## config.mk

```make
export PLATFORM = sky130hd
export DESIGN_NAME = time_fnd_ctrl
export DESIGN_NICKNAME = d
export VERILOG_FILES = /design/src/rtl/time_fnd_ctrl.sv
export SDC_FILE = /design/constraint.sdc
export NUM_CORES = 1
export LEC_CHECK = 0
export CAP_MARGIN = 30
export CORE_MARGIN = 1.5
export CORE_UTILIZATION = 50
export DETAILED_ROUTE_END_ITERATION = 6
export GPL_TIMING_DRIVEN = 0
export PLACE_DENSITY = 0.69
export RECOVER_POWER = 50
export REMOVE_ABC_BUFFERS = 1
export SLEW_MARGIN = 20
export SYNTH_ARGS = -nofsm -noshare
export SYNTH_HDL_FRONTEND = slang
export SYNTH_SLANG_ARGS = --single-unit
export TNS_END_PERCENT = 30
```

## constraint.sdc

```tcl
create_clock -name clk -period 7.2 [get_ports clk]
set_clock_uncertainty 0.1 [all_clocks]
set_input_delay 1.44 -clock clk [delete_from_list [all_inputs] [get_ports clk]]
set_output_delay 1.44 -clock clk [all_outputs]
set_load 0.01 [all_outputs]
```

## src/rtl/time_fnd_ctrl.sv

```systemverilog
// rtl/time_fnd_ctrl.sv - six-digit multiplexed 7-segment driver for an hh:mm:ss watch
//
// Purpose: scans six common-anode digits, converting the binary {hour,min,sec}
// time to decimal digits once per scan frame with a small repeated-subtraction
// converter, and optionally blinks the whole display while paused.
//
// Ports:
//   clk        - sole clock, rising edge
//   reset      - synchronous, active-high
//   i_time     - packed {hour,min,sec} binary time
//   i_pausing  - level, 1 enables display blinking
//   o_fnd_com  - active-low digit enables, com[0] = seconds ones
//   o_fnd_seg  - active-low segments, bit0 = a .. bit6 = g
//   o_fnd_dp   - active-low decimal point (lit after minutes and hours ones)

module time_fnd_ctrl #(
    parameter int SEC_BIT      = 6,
    parameter int MIN_BIT      = 6,
    parameter int HOUR_BIT     = 6,
    parameter int SCAN_CNT_TH  = 100000,
    parameter int BLINK_FRAMES = 50
) (
    input  logic                                clk,
    input  logic                                reset,
    input  logic [HOUR_BIT+MIN_BIT+SEC_BIT-1:0] i_time,
    input  logic                                i_pausing,
    output logic [5:0]                          o_fnd_com,
    output logic [6:0]                          o_fnd_seg,
    output logic                                o_fnd_dp
);

    localparam int SCAN_W  = $clog2(SCAN_CNT_TH);
    localparam int FRAME_W = $clog2(BLINK_FRAMES + 1);

    typedef enum logic [1:0] {S_IDLE, S_DIV, S_DONE} state_t;

    state_t              state;
    logic [SCAN_W-1:0]   scan_cnt;
    logic [2:0]          digit_idx;
    logic [FRAME_W-1:0]  frame_cnt;
    logic                blink_on;

    logic [SEC_BIT-1:0]  bin_sec;
    logic [MIN_BIT-1:0]  bin_min;
    logic [HOUR_BIT-1:0] bin_hour;
    logic [3:0]          tens_sec;
    logic [3:0]          tens_min;
    logic [3:0]          tens_hour;

    // Digit order matches the scan index: 0 = sec ones .. 5 = hour tens.
    logic [3:0]          res_digit  [6];
    logic [3:0]          disp_digit [6];

    logic scan_tick;
    logic frame_wrap;
    logic sec_ge;
    logic min_ge;
    logic hour_ge;

    assign scan_tick  = (scan_cnt == SCAN_W'(SCAN_CNT_TH - 1));
    assign frame_wrap = scan_tick && (digit_idx == 3'd5);
    assign sec_ge     = (bin_sec  >= SEC_BIT'(10));
    assign min_ge     = (bin_min  >= MIN_BIT'(10));
    assign hour_ge    = (bin_hour >= HOUR_BIT'(10));

    function automatic logic [6:0] seg_code(input logic [3:0] d);
        case (d)
            4'd0:    seg_code = 7'h40;
            4'd1:    seg_code = 7'h79;
            4'd2:    seg_code = 7'h24;
            4'd3:    seg_code = 7'h30;
            4'd4:    seg_code = 7'h19;
            4'd5:    seg_code = 7'h12;
            4'd6:    seg_code = 7'h02;
            4'd7:    seg_code = 7'h78;
            4'd8:    seg_code = 7'h00;
            4'd9:    seg_code = 7'h10;
            default: seg_code = 7'h7F;
        endcase
    endfunction

    always_ff @(posedge clk) begin
        if (reset) begin
            state     <= S_IDLE;
            scan_cnt  <= '0;
            digit_idx <= '0;
            frame_cnt <= '0;
            blink_on  <= 1'b1;
            bin_sec   <= '0;
            bin_min   <= '0;
            bin_hour  <= '0;
            tens_sec  <= '0;
            tens_min  <= '0;
            tens_hour <= '0;
            for (int i = 0; i < 6; i++) begin
                res_digit[i]  <= '0;
                disp_digit[i] <= '0;
            end
            o_fnd_com <= 6'h3F;
            o_fnd_seg <= 7'h7F;
            o_fnd_dp  <= 1'b1;
        end else begin
            // Scan timing
            if (scan_tick) begin
                scan_cnt  <= '0;
                digit_idx <= (digit_idx == 3'd5) ? 3'd0 : digit_idx + 3'd1;
            end else begin
                scan_cnt <= scan_cnt + SCAN_W'(1);
            end

            // Display registers change only at the frame boundary so a frame
            // never shows digits from two different snapshots.
            if (frame_wrap) begin
                for (int i = 0; i < 6; i++) begin
                    disp_digit[i] <= res_digit[i];
                end
            end

            // Blink phase: free-running only while paused.
            if (!i_pausing) begin
                frame_cnt <= '0;
                blink_on  <= 1'b1;
            end else if (frame_wrap) begin
                if (frame_cnt == FRAME_W'(BLINK_FRAMES - 1)) begin
                    frame_cnt <= '0;
                    blink_on  <= ~blink_on;
                end else begin
                    frame_cnt <= frame_cnt + FRAME_W'(1);
                end
            end

            // Binary to BCD by parallel repeated subtraction of 10.
            case (state)
                S_IDLE: begin
                    if (frame_wrap) begin
                        {bin_hour, bin_min, bin_sec} <= i_time;
                        tens_sec  <= '0;
                        tens_min  <= '0;
                        tens_hour <= '0;
                        state     <= S_DIV;
                    end
                end
                S_DIV: begin
                    if (sec_ge) begin
                        bin_sec  <= bin_sec - SEC_BIT'(10);
                        tens_sec <= tens_sec + 4'd1;
                    end
                    if (min_ge) begin
                        bin_min  <= bin_min - MIN_BIT'(10);
                        tens_min <= tens_min + 4'd1;
                    end
                    if (hour_ge) begin
                        bin_hour  <= bin_hour - HOUR_BIT'(10);
                        tens_hour <= tens_hour + 4'd1;
                    end
                    if (!sec_ge && !min_ge && !hour_ge) begin
                        state <= S_DONE;
                    end
                end
                S_DONE: begin
                    res_digit[0] <= 4'(bin_sec);
                    res_digit[1] <= tens_sec;
                    res_digit[2] <= 4'(bin_min);
                    res_digit[3] <= tens_min;
                    res_digit[4] <= 4'(bin_hour);
                    res_digit[5] <= tens_hour;
                    state        <= S_IDLE;
                end
                default: state <= S_IDLE;
            endcase

            // Outputs show the digit selected by the current index.
            if (i_pausing && !blink_on) begin
                o_fnd_com <= 6'h3F;
                o_fnd_seg <= 7'h7F;
                o_fnd_dp  <= 1'b1;
            end else begin
                o_fnd_com <= ~(6'd1 << digit_idx);
                o_fnd_seg <= seg_code(disp_digit[digit_idx]);
                o_fnd_dp  <= !((digit_idx == 3'd2) || (digit_idx == 3'd4));
            end
        end
    end

endmodule
```

== After elaboration in Yosys (flattened, before gate mapping) ==
Memories as Yosys holds them, arrays and structs flattened. A register that Yosys moved wholly into a read port is not among the register bits.
Index checks and enable logic that the tools add are counted.
Word-level totals
  input port bits: 21
  register bits: 66
  output and inout bits: 14
  bits in read-only memories: 112
  logic and storage cells: 119
  bits in writable memories: 48
  memories: 3
Memory list
  (no name shown): words 16, width 7, read ports 1, clocked after memory_dff 1, wr ports 0, line 67  | case (d)
  disp_digit: words 6, width 4, read ports 1, clocked after memory_dff 1, wr ports 6, line 52  | logic [3:0] disp_digit [6];
  res_digit: words 6, width 4, read ports 6, clocked after memory_dff 0, wr ports 6, line 51  | logic [3:0] res_digit [6];
Operators by class
  bitwise operators: 15
  equality and inequality tests: 12
  shift-type cells: 1
  muxes and demuxes: 43
  add/subtract/negate cells: 9
  $lt $le $gt $ge: 3
  reductions and logical operators: 20
Operators with widths (count)
  4-bit two-way mux: 16
  6-bit two-way mux: 7
  6-bit one-hot mux with 2 select lines: 3
  4-bit one-hot mux with 2 select lines: 3
  6-bit by 4-bit >= comparator with 1-bit output, second input constant: 3
  6-bit by 4-bit subtractor with 6-bit output, second input constant: 3
  17-bit by 1-bit adder with 17-bit output, second input constant: 1
  17-bit equality test, second input constant: 1
  4-bit by 1-bit adder with 4-bit output, second input constant: 3
  1-bit bitwise OR: 12
  2-bit inequality test, second input constant: 5
  3-bit two-way mux: 3
  3-bit AND reduction: 3
  1-bit two-way mux: 8
  6-bit by 1-bit adder with 6-bit output, second input constant: 1
  3-bit equality test, second input constant: 2
  6-bit equality test, second input constant: 1
  6-bit NOT: 1
  2-bit OR reduction: 3
  1-bit by 3-bit << shifter with 6-bit output, first input constant: 1
  1-bit zero test: 5
  1-bit logical AND: 4
  2-bit two-way mux: 2
  2-bit one-hot mux with 2 select lines: 1
  9 further kinds: 11

== Logic depth before layout (Yosys ltp) ==
Gate-level depths: netlist of run 1.
  word-level depth: 6
  depth in mapped cells: 8
  gate-level depth less buffers: 7

== Least setup slack after synthesis of run 1 ==
OpenSTA, ideal clock, no wires.
  path kind: input port to flip-flop
  start: input reset
  end: memory disp_digit[0][0] (enable)
  data arrival time: 2.593 ns
  data required time: 6.675 ns
  cell stages on the path: 5
  buffers on the path: 3
  setup slack: 4.082 ns
  cells stage by stage: clkbuf_8 > inv_1 > clkbuf_1 > clkbuf_1 > nand2_1
RTL lines
  start: declaration: line 24  | input logic reset,
  end: declaration: line 52

==> results of run 1 <==
==> layout by cell type (no fill, tap or decap), drive strengths merged, types with 3 or more instances in the layout <==
cell type,Yosys,layout
xor2,13,13
nand4,4,4
clkbuf,17,24
nand2,46,46
bufinv,0,3
edfxtp,48,48
mux2i,5,5
clkdlybuf4s50,0,33
nand3,28,28
nor2b,5,5
and2,25,25
nor2,45,45
a21oi,32,32
a211oi,9,9
and4,5,5
buf,8,5
a311oi,3,3
ha,15,15
a32o,3,3
o21a,3,3
or4,4,4
inv,17,19
nand2b,4,4
o21ai,20,20
clkinv,0,6
dfxtp,76,76
a221oi,4,4
and3,29,29
mux4,4,4
nor3,18,18
mux2,7,7
xnor2,8,8
or3,6,6
==> cell families (layout without fill, tap and decap cells) <==
family	after synthesis	after routing
simple gates	225	225
mux	16	16
fa+ha+maj	15	15
buf+inv	42	90
xor+xnor	21	21
compound gates	94	94
flops	124	124
==> how the worst min path moves through the flow <==
stage	cells after the start	slack, ns	end	from
5_1_grt	2	0.37	bin_hour[0]	bin_hour[0]
3_3_place_gp	2	0.34	bin_min[0]	bin_min[0]
4_1_cts	2	0.36	bin_min[0]	bin_min[0]
2_1_floorplan	2	0.32	bin_hour[0]	bin_hour[0]
6_report	2	0.36	bin_min[0]	bin_min[0]
3_5_place_dp	2	0.35	bin_min[0]	bin_min[0]
==> power by group <==
group / internal, W / leakage (nW) / total [W] / switching (W)
registers: 0.000744 / 1.09 / 0.000748 / 0.00000463
clock network: 0.000564 / 0.307 / 0.000856 / 0.000292
logic: 0.0000299 / 1.14 / 0.0000612 / 0.0000313
==> registers in the layout, summed over array words and instances, names as in the netlist, named ones only <==
signal,cells
bin_hour,6
scan_cnt,17
tens_hour,4
blink_on,1
o_fnd_dp,1
bin_sec,6
state,2
res_digit,24
o_fnd_com,6
bin_min,6
o_fnd_seg,7
disp_digit,24
frame_cnt,6
tens_sec,4
tens_min,4
digit_idx,3
==> worst max-delay path: stages <==
cell and delay (ns):
clkbuf_1 0.39, clkbuf_1 1.21, inv_1 0.52, buf_16 0.32, nand2_1 0.32, buf_8 0.22
==> final cells by class <==
class | instances | area (um^2) | share of cell area
clock buffer | 21 | 470 | 0.0707
clock inverter | 11 | 136 | 0.0205
inverter | 17 | 63.8 | 0.00959
multi-input combinational | 371 | 2430 | 0.365
sequential | 124 | 2960 | 0.445
tap | 140 | 175 | 0.0263
timing repair buffer | 41 | 418 | 0.0628
==> routing by layer <==
layer,share of wire,wire length (um),GRT usage,vias up
li1,-,-,-,2020
met1,0.48,5000,0.251,1891
met2,0.48,4990,0.305,82
met3,0.037,392,0.0530,6
met4,0.0076,79,0.0742,0
met5,0,0,0,-
==> through the flow <==
step	hold slack, ns	setup slack, ns	util	power (W)	area (um^2)
detailed placement	0.349	3.17	0.553	0.000823	5990
global placement	0.336	1.69	0.550	0.000819	5960
floorplan	0.321	4.22	-	0.000791	5450
global route	0.373	2.50	0.614	0.00172	6650
CTS	0.357	3.70	0.609	0.00168	6600
finish	0.356	2.86	0.614	0.00167	6650
==> results by stage, run 1 <==
Run status:
- The flow ran to the end, but the final reports show violations.
- The final reports fail on capacitance limit, slew limit.

Logic synthesis:
- The synthesized-area fraction occupied by ao, oa, aoi and oai cells came to 0.112.
- Sorting the synthesized cells by how often they occur yields dfxtp_1, edfxtp_1, nand2_1.
- Counting flops with an async set or reset pin after synthesis yields a share of 0.
- After technology mapping, the gate count stands at 537.
- A synthesized cell averages 10.4 um^2.
- For this run, the number of Yosys warnings is 0.
- The xor and xnor area share after synthesis is 0.0330.
- The main combinational cell family by area after synthesis is simple AND/OR/NAND/NOR gates.
- The adder-cell area share of the yosys netlist is 0.0337.
- For this run, the register share of the synthesized area comes to 0.532.
- The synthesized area is 0.00557 mm^2.
- Of the total synthesized cell area, the portion taken by AND, OR, NAND and NOR gates is 0.215.
- The top cell type by total area after synthesis is dfxtp_1.
- The share of synthesized area in the top cell type comes to 0.273.
- The most frequently used flop master after synthesis is dfxtp_1.
- The number of storage elements in the synthesis netlist is 124.
- Yosys attributes the largest share of cell area to dfxtp_1, edfxtp_1, ha_1.
- Counting distinct cell types in the post-synthesis netlist gives 67.
- The number of flops mapped to enable cells by yosys is 48.
- The share of cell area taken by muxes after synthesis is 0.0420.
- The cell with the most instances after synthesis is dfxtp_1.

Detailed routing:
- The post-detailed-routing wire length is 10.5 mm.
- In this run, the number of DRC markers left after iteration 0 of detailed routing was 210.
- Before antenna repair, the detailed router went through 4 iterations.
- The total via count in the routed design is 3999.
- The final routed wire length divided by cell count is 14.4 um.
- The number of remaining DRC errors is 0.
- In this run the remaining antenna-violating nets after routing total 0.
- The detail-routed via count per cell is 5.52.

Floorplanning:
- The die covers 0.0118 mm^2.
- The area of the core is 0.0108 mm^2.
- The number of standard-cell rows in the floorplan is 38.
- For this design the top-level I/O count stands at 35.
- The vertical extent of the die is 109 um.
- The initial core utilization is 0.514.
- Measured along the x axis, the die boundary spans 109 um.

Global routing:
- The first global-routing pass estimated 17.7 mm of wire.
- The via count of the first global-routing pass was 3817.
- For this run, the total global-route usage over all layers was measured as 0.193.
- The global-route congestion overflow total is 0.
- Entering global routing, the biggest net connects 39 pins.
- The number of antenna violations at the first check in global routing is 0.

STA:
- The headroom to the max-slew limit is -0.0726.
- Setup violations remaining at the end of the flow were counted as 0.
- Setup repair after global routing left no endpoint under its margin.
- The worst path needs 4.34 ns of the cycle, external delays included.
- The max-slew violation total from the final report was 36.
- In the finished design, the share of the clock period the worst path needs comes to 0.603.
- The upper clock frequency limit is 230 MHz.
- The final-report hold violation count is 0.
- For the pin with the worst max-slew slack, the measured transition is 1.61 ns.
- Adding up every negative setup slack in the final design gives 0 ns.

Clock tree:
- The number of gates resized after CTS is 0.
- The maximum count of clock buffers along a single path is 2.
- The number of buffers inserted by post-CTS setup repair is 0.
- The clock tree from TritonCTS is built.
- After clock tree synthesis, the clock-pin slew on the worst setup and hold paths is 0.05 ns.
- The clock latency at the later pin of the worst-skew pair is 0.51 ns.
- For this design, the CTS-stage hold fixing added 0 buffers.
- CTS placed an instance of clkbuf_8 at the clock tree root.
- CTS built an H-tree with a depth of 4.
- Counting every sink on the clock net gives 124.
- The clock buffer count from CTS is 17.

Finish:
- The area growth from synthesis to layout is 19.5%.
- The final-stage net count is 608.
- The number of diodes is 0.
- The fraction of layout instances using a drive strength above 1 is 0.104.
- The number of fillers in the final layout is 888.
- After the flow finishes, the layout carries non-filler instances totaling 725.

Critical path:
- The setup path with the least slack is of type input port to register.
- Setup slack on the worst reg-to-reg path comes out at 4.22 ns.
- The type of element launching the critical path is an input port.
- STA classifies the critical path endpoint as a register.
- In this run the worst path has a maximum fanout of 35.
- In this run the critical register-to-register path is captured at bin_hour[4].
- The critical path starts at reset.
- The most critical setup path has its endpoint at res_digit[0][3].
- The signal arrival time at the worst endpoint is 4.45 ns.
- The worst register-to-register path has a depth of 6.
- The startpoint of the worst register-to-register path is scan_cnt[0].
- For the worst setup path, the data required time is 7.31 ns.

Run:
- The count of max-cap constraint violations is 1.

Power and ir drop:
- The power density over cell area is 250 mW/mm^2.
- The total leakage power is 2.54 nW.
- The worst-case IR drop observed on VDD is 0.000156 V.

Placement:
- The HPWL after detailed placement is 6.96 mm.
- Input and output buffers added on the ports amount to 34.
- The number of placed cells counting well taps is 688.
- The congestion estimate from routability-driven global placement came to 0.840.

Hold path:
- The type of the most critical hold path is register to register.
Power figures use the tool's default switching activity.
==> run 2: changes to the inputs <==
--- a/config.mk
+++ b/config.mk
@@ -10,7 +10,7 @@
 export CORE_UTILIZATION = 50
 export DETAILED_ROUTE_END_ITERATION = 6
 export GPL_TIMING_DRIVEN = 0
-export PLACE_DENSITY = 0.69
+export PLACE_DENSITY = 0.72
 export RECOVER_POWER = 50
 export REMOVE_ABC_BUFFERS = 1
 export SLEW_MARGIN = 20
==> constraint.sdc (replaced) <==
create_clock -name clk -period 3.5 [get_ports clk]
set_clock_uncertainty 0.1 [all_clocks]
set_input_delay 0.7 -clock clk [delete_from_list [all_inputs] [get_ports clk]]
set_output_delay 0.7 -clock clk [all_outputs]
set_load 0.01 [all_outputs]
==> results by stage, run 2 (synthesized netlist as in run 1, its figures left out) <==
Power and ir drop:
- Dividing total power by cell area gives a power density of 509 mW/mm^2.
- The internal power is 0.00269 W.
- The fraction of power consumed by the clock network is 0.507.
- Across the VDD grid, the largest voltage drop is 0.000313 V.
- The share of power burned in registers is 0.456.
- The power spent charging and discharging nets is 0.000683 W.
- The total leakage power is 2.51 nW.
- The switching part of the total power is 0.202.
- The share of total power dissipated in combinational logic is 0.037.

STA:
- The minimum hold slack is 0.355 ns.
- The final-report hold violation count came to 0.
- Setup repair after global routing left no endpoint under its margin.
- Setup violations remaining at the end of the flow were counted as 0.
- For the pin with the worst max-slew slack, the measured transition is 0.917 ns.
- The max-slew violation total from the final report is 0.
- Subtracting the final worst setup slack from the clock period gives 2.81 ns.
- The fraction of the cycle the final worst path needs is 0.803.
- The upper clock frequency limit is 356 MHz.
- Headroom to the max-slew limit came out at 0.387.

Critical path:
- The signal arrival time at the worst endpoint is 3.07 ns.
- Of all nets on the critical path, the largest fanout is 22.
- Among cell families on the critical path, the largest total delay comes from simple AND/OR/NAND/NOR gates.
- The capturing element type of the critical path is a register.
- The number of buffers and inverters on the critical path is 0.
- The required time at the endpoint of the critical path is 3.76 ns.
- The biggest cell delay along the critical path is 0.73 ns.
- The critical path goes through ha_1, and4_1, and2_0, nand3_1, a221oi_1, a311oi_1.
- The slowest stage of the critical path belongs to the cell nand3_1.
- The critical path class is register to register.
- The type of element launching the critical path is a register.

Placement:
- The congestion estimate from routability-driven global placement came to 0.763.
- Summing all placed instances gives a cell area of 0.00599 mm^2.
- The number of buffers added on ports is 34.
- The sum of net half-perimeters after detailed placement is 6.99 mm.

Floorplanning:
- For this configuration, the core starts out at a cell density of 0.514.
- The total I/O pin count is 35.
- The horizontal extent of the die is 109 um.
- The number of standard-cell rows in the floorplan is 38.
- The total area inside the core boundary comes to 0.0108 mm^2.
- In this run the vertical extent of the chip is 109 um.
- The area of the die is 0.0118 mm^2.

Finish:
- The finished cells cover 0.00664 mm^2.
- The total area of sequential cells is 0.00296 mm^2.
- The number of diodes is 0.
- Leaving out fill and tap cells, the most frequent cell in the layout is dfxtp_1.
- Of the cells placed in the final design, the portion with a size suffix greater than 1 is 0.103.
- For this run, the post-layout net count is 608.
- Compared with the post-synthesis result, the final layout area differs by 19.2%.
- The largest registers in the layout are disp_digit x24, res_digit x24, scan_cnt x17.
- The number of fillers in the final layout is 915.
- The library cells used most frequently in the layout, excluding fill and tap cells, are dfxtp_1, edfxtp_1, nand2_1.
- The area taken by multi-input logic gates is 0.00241 mm^2.

Detailed routing:
- The final route contains 4006 vias.
- Wires add up to 10.3 mm.
- The final routed wire length divided by cell count is 14.2 um.
- After detailed routing, the number of vias per cell comes to 5.53.
- The count of nets left with antenna violations once routing finished came out at 0.
- The pre-antenna-repair detailed-routing pass consisted of 4 iterations.
- The number of remaining DRC errors is 0.
- The detailed router finished its first iteration with 209 violations.

Clock tree:
- For the worst-skew pair, the clock arrives at the later sink with an insertion delay of 0.52 ns.
- The post-CTS clock slew at the launch and capture registers of the worst setup and hold paths is 0.06 ns.
- Once the clock tree was built, the setup fixing pass inserted 0 buffers.
- The number of gates resized after CTS is 0.
- The tree is rooted in a clkbuf_8.
- The tree built by TritonCTS fans out to 124 sinks.
- The maximum count of clock buffers along a single path is 2.
- TritonCTS built the clock tree.
- The clock buffer count from CTS is 17.
- After clock tree synthesis, the flow added hold-fix buffers numbering 0.
- The CTS H-tree depth is 4.

Global routing:
- The overall track demand over capacity in global routing is 0.187.
- Global routing finished with a remaining overflow of 0.
- The number of antenna violations at the first check in global routing is 0.
- Entering global routing, the biggest net connects 39 pins.
- The via count of the first global-routing pass is 3734.
- The first global-routing pass estimated 17.0 mm of wire.

Run status:
- The flow ran to the end, and the final reports show no timing, DRC or antenna violations.

Run:
- Max-cap violations in this run came to 0.

Hold path:
- The type of the most critical hold path is register to register.
[run 2: layer usage]
layer / track usage / share of wire / vias up
li1: - / - / 2015
met1: 0.226 / 0.46 / 1896
met2: 0.308 / 0.48 / 79
met3: 0.0518 / 0.041 / 16
met4: 0.0902 / 0.015 / 0
met5: 0 / 0 / -
[run 2: path summary, 6_finish.rpt]
check / start / endpoint / slack (ns) / cells after the start
min reg2reg: bin_sec[0] / bin_sec[0] / 0.36 / 2
min: bin_sec[0] / bin_sec[0] / 0.36 / 2
max: scan_cnt[0] / bin_hour[2] / 0.69 / 6
max reg2reg: scan_cnt[0] / bin_hour[2] / 0.69 / 6
[run 2: worst register-to-register path, delay by kind of cell, from the launching register on]
kind                     cells  cell delay, ns
AND/OR/NAND/NOR              3            1.35
AO/OA/AOI/OAI                2            0.63
flip-flops                   1            0.37
adder cells (fa/ha/maj)      1            0.21
[run 2: area by class of cell]
class,instances,area share
clock buffer,23,0.0784
clock inverter,9,0.0117
inverter,17,0.00962
multi-input combinational,371,0.363
sequential,124,0.446
tap,140,0.0264
timing repair buffer,41,0.0643
[run 2: per-stage QoR]
| stage | setup slack (ns) | utilization | cells | TNS, ns | power (W) |
|---|---|---|---|---|---|
| 4_1_cts | 0.836 | 0.608 | 721 | 0 | 0.00339 |
| 3_5_place_dp | 0.482 | 0.553 | 689 | 0 | 0.00169 |
| 6_report | 0.689 | 0.612 | 725 | 0 | 0.00338 |
| 5_1_grt | 0.496 | 0.612 | 725 | 0 | 0.00349 |
| 2_1_floorplan | 1.26 | - | 512 | 0 | 0.00163 |
| 3_3_place_gp | -1.37 | 0.550 | 686 | -110.82 | 0.00169 |
[run 2: power by group through the flow]
stage               registers [W]  logic [W]  clock network (W)
floorplan                 0.00157  0.0000573                  0
global placement          0.00157   0.000116                  0
detailed placement        0.00157   0.000121                  0
CTS                       0.00154   0.000122            0.00173
global route              0.00154   0.000136            0.00181
finish                    0.00154   0.000125            0.00171
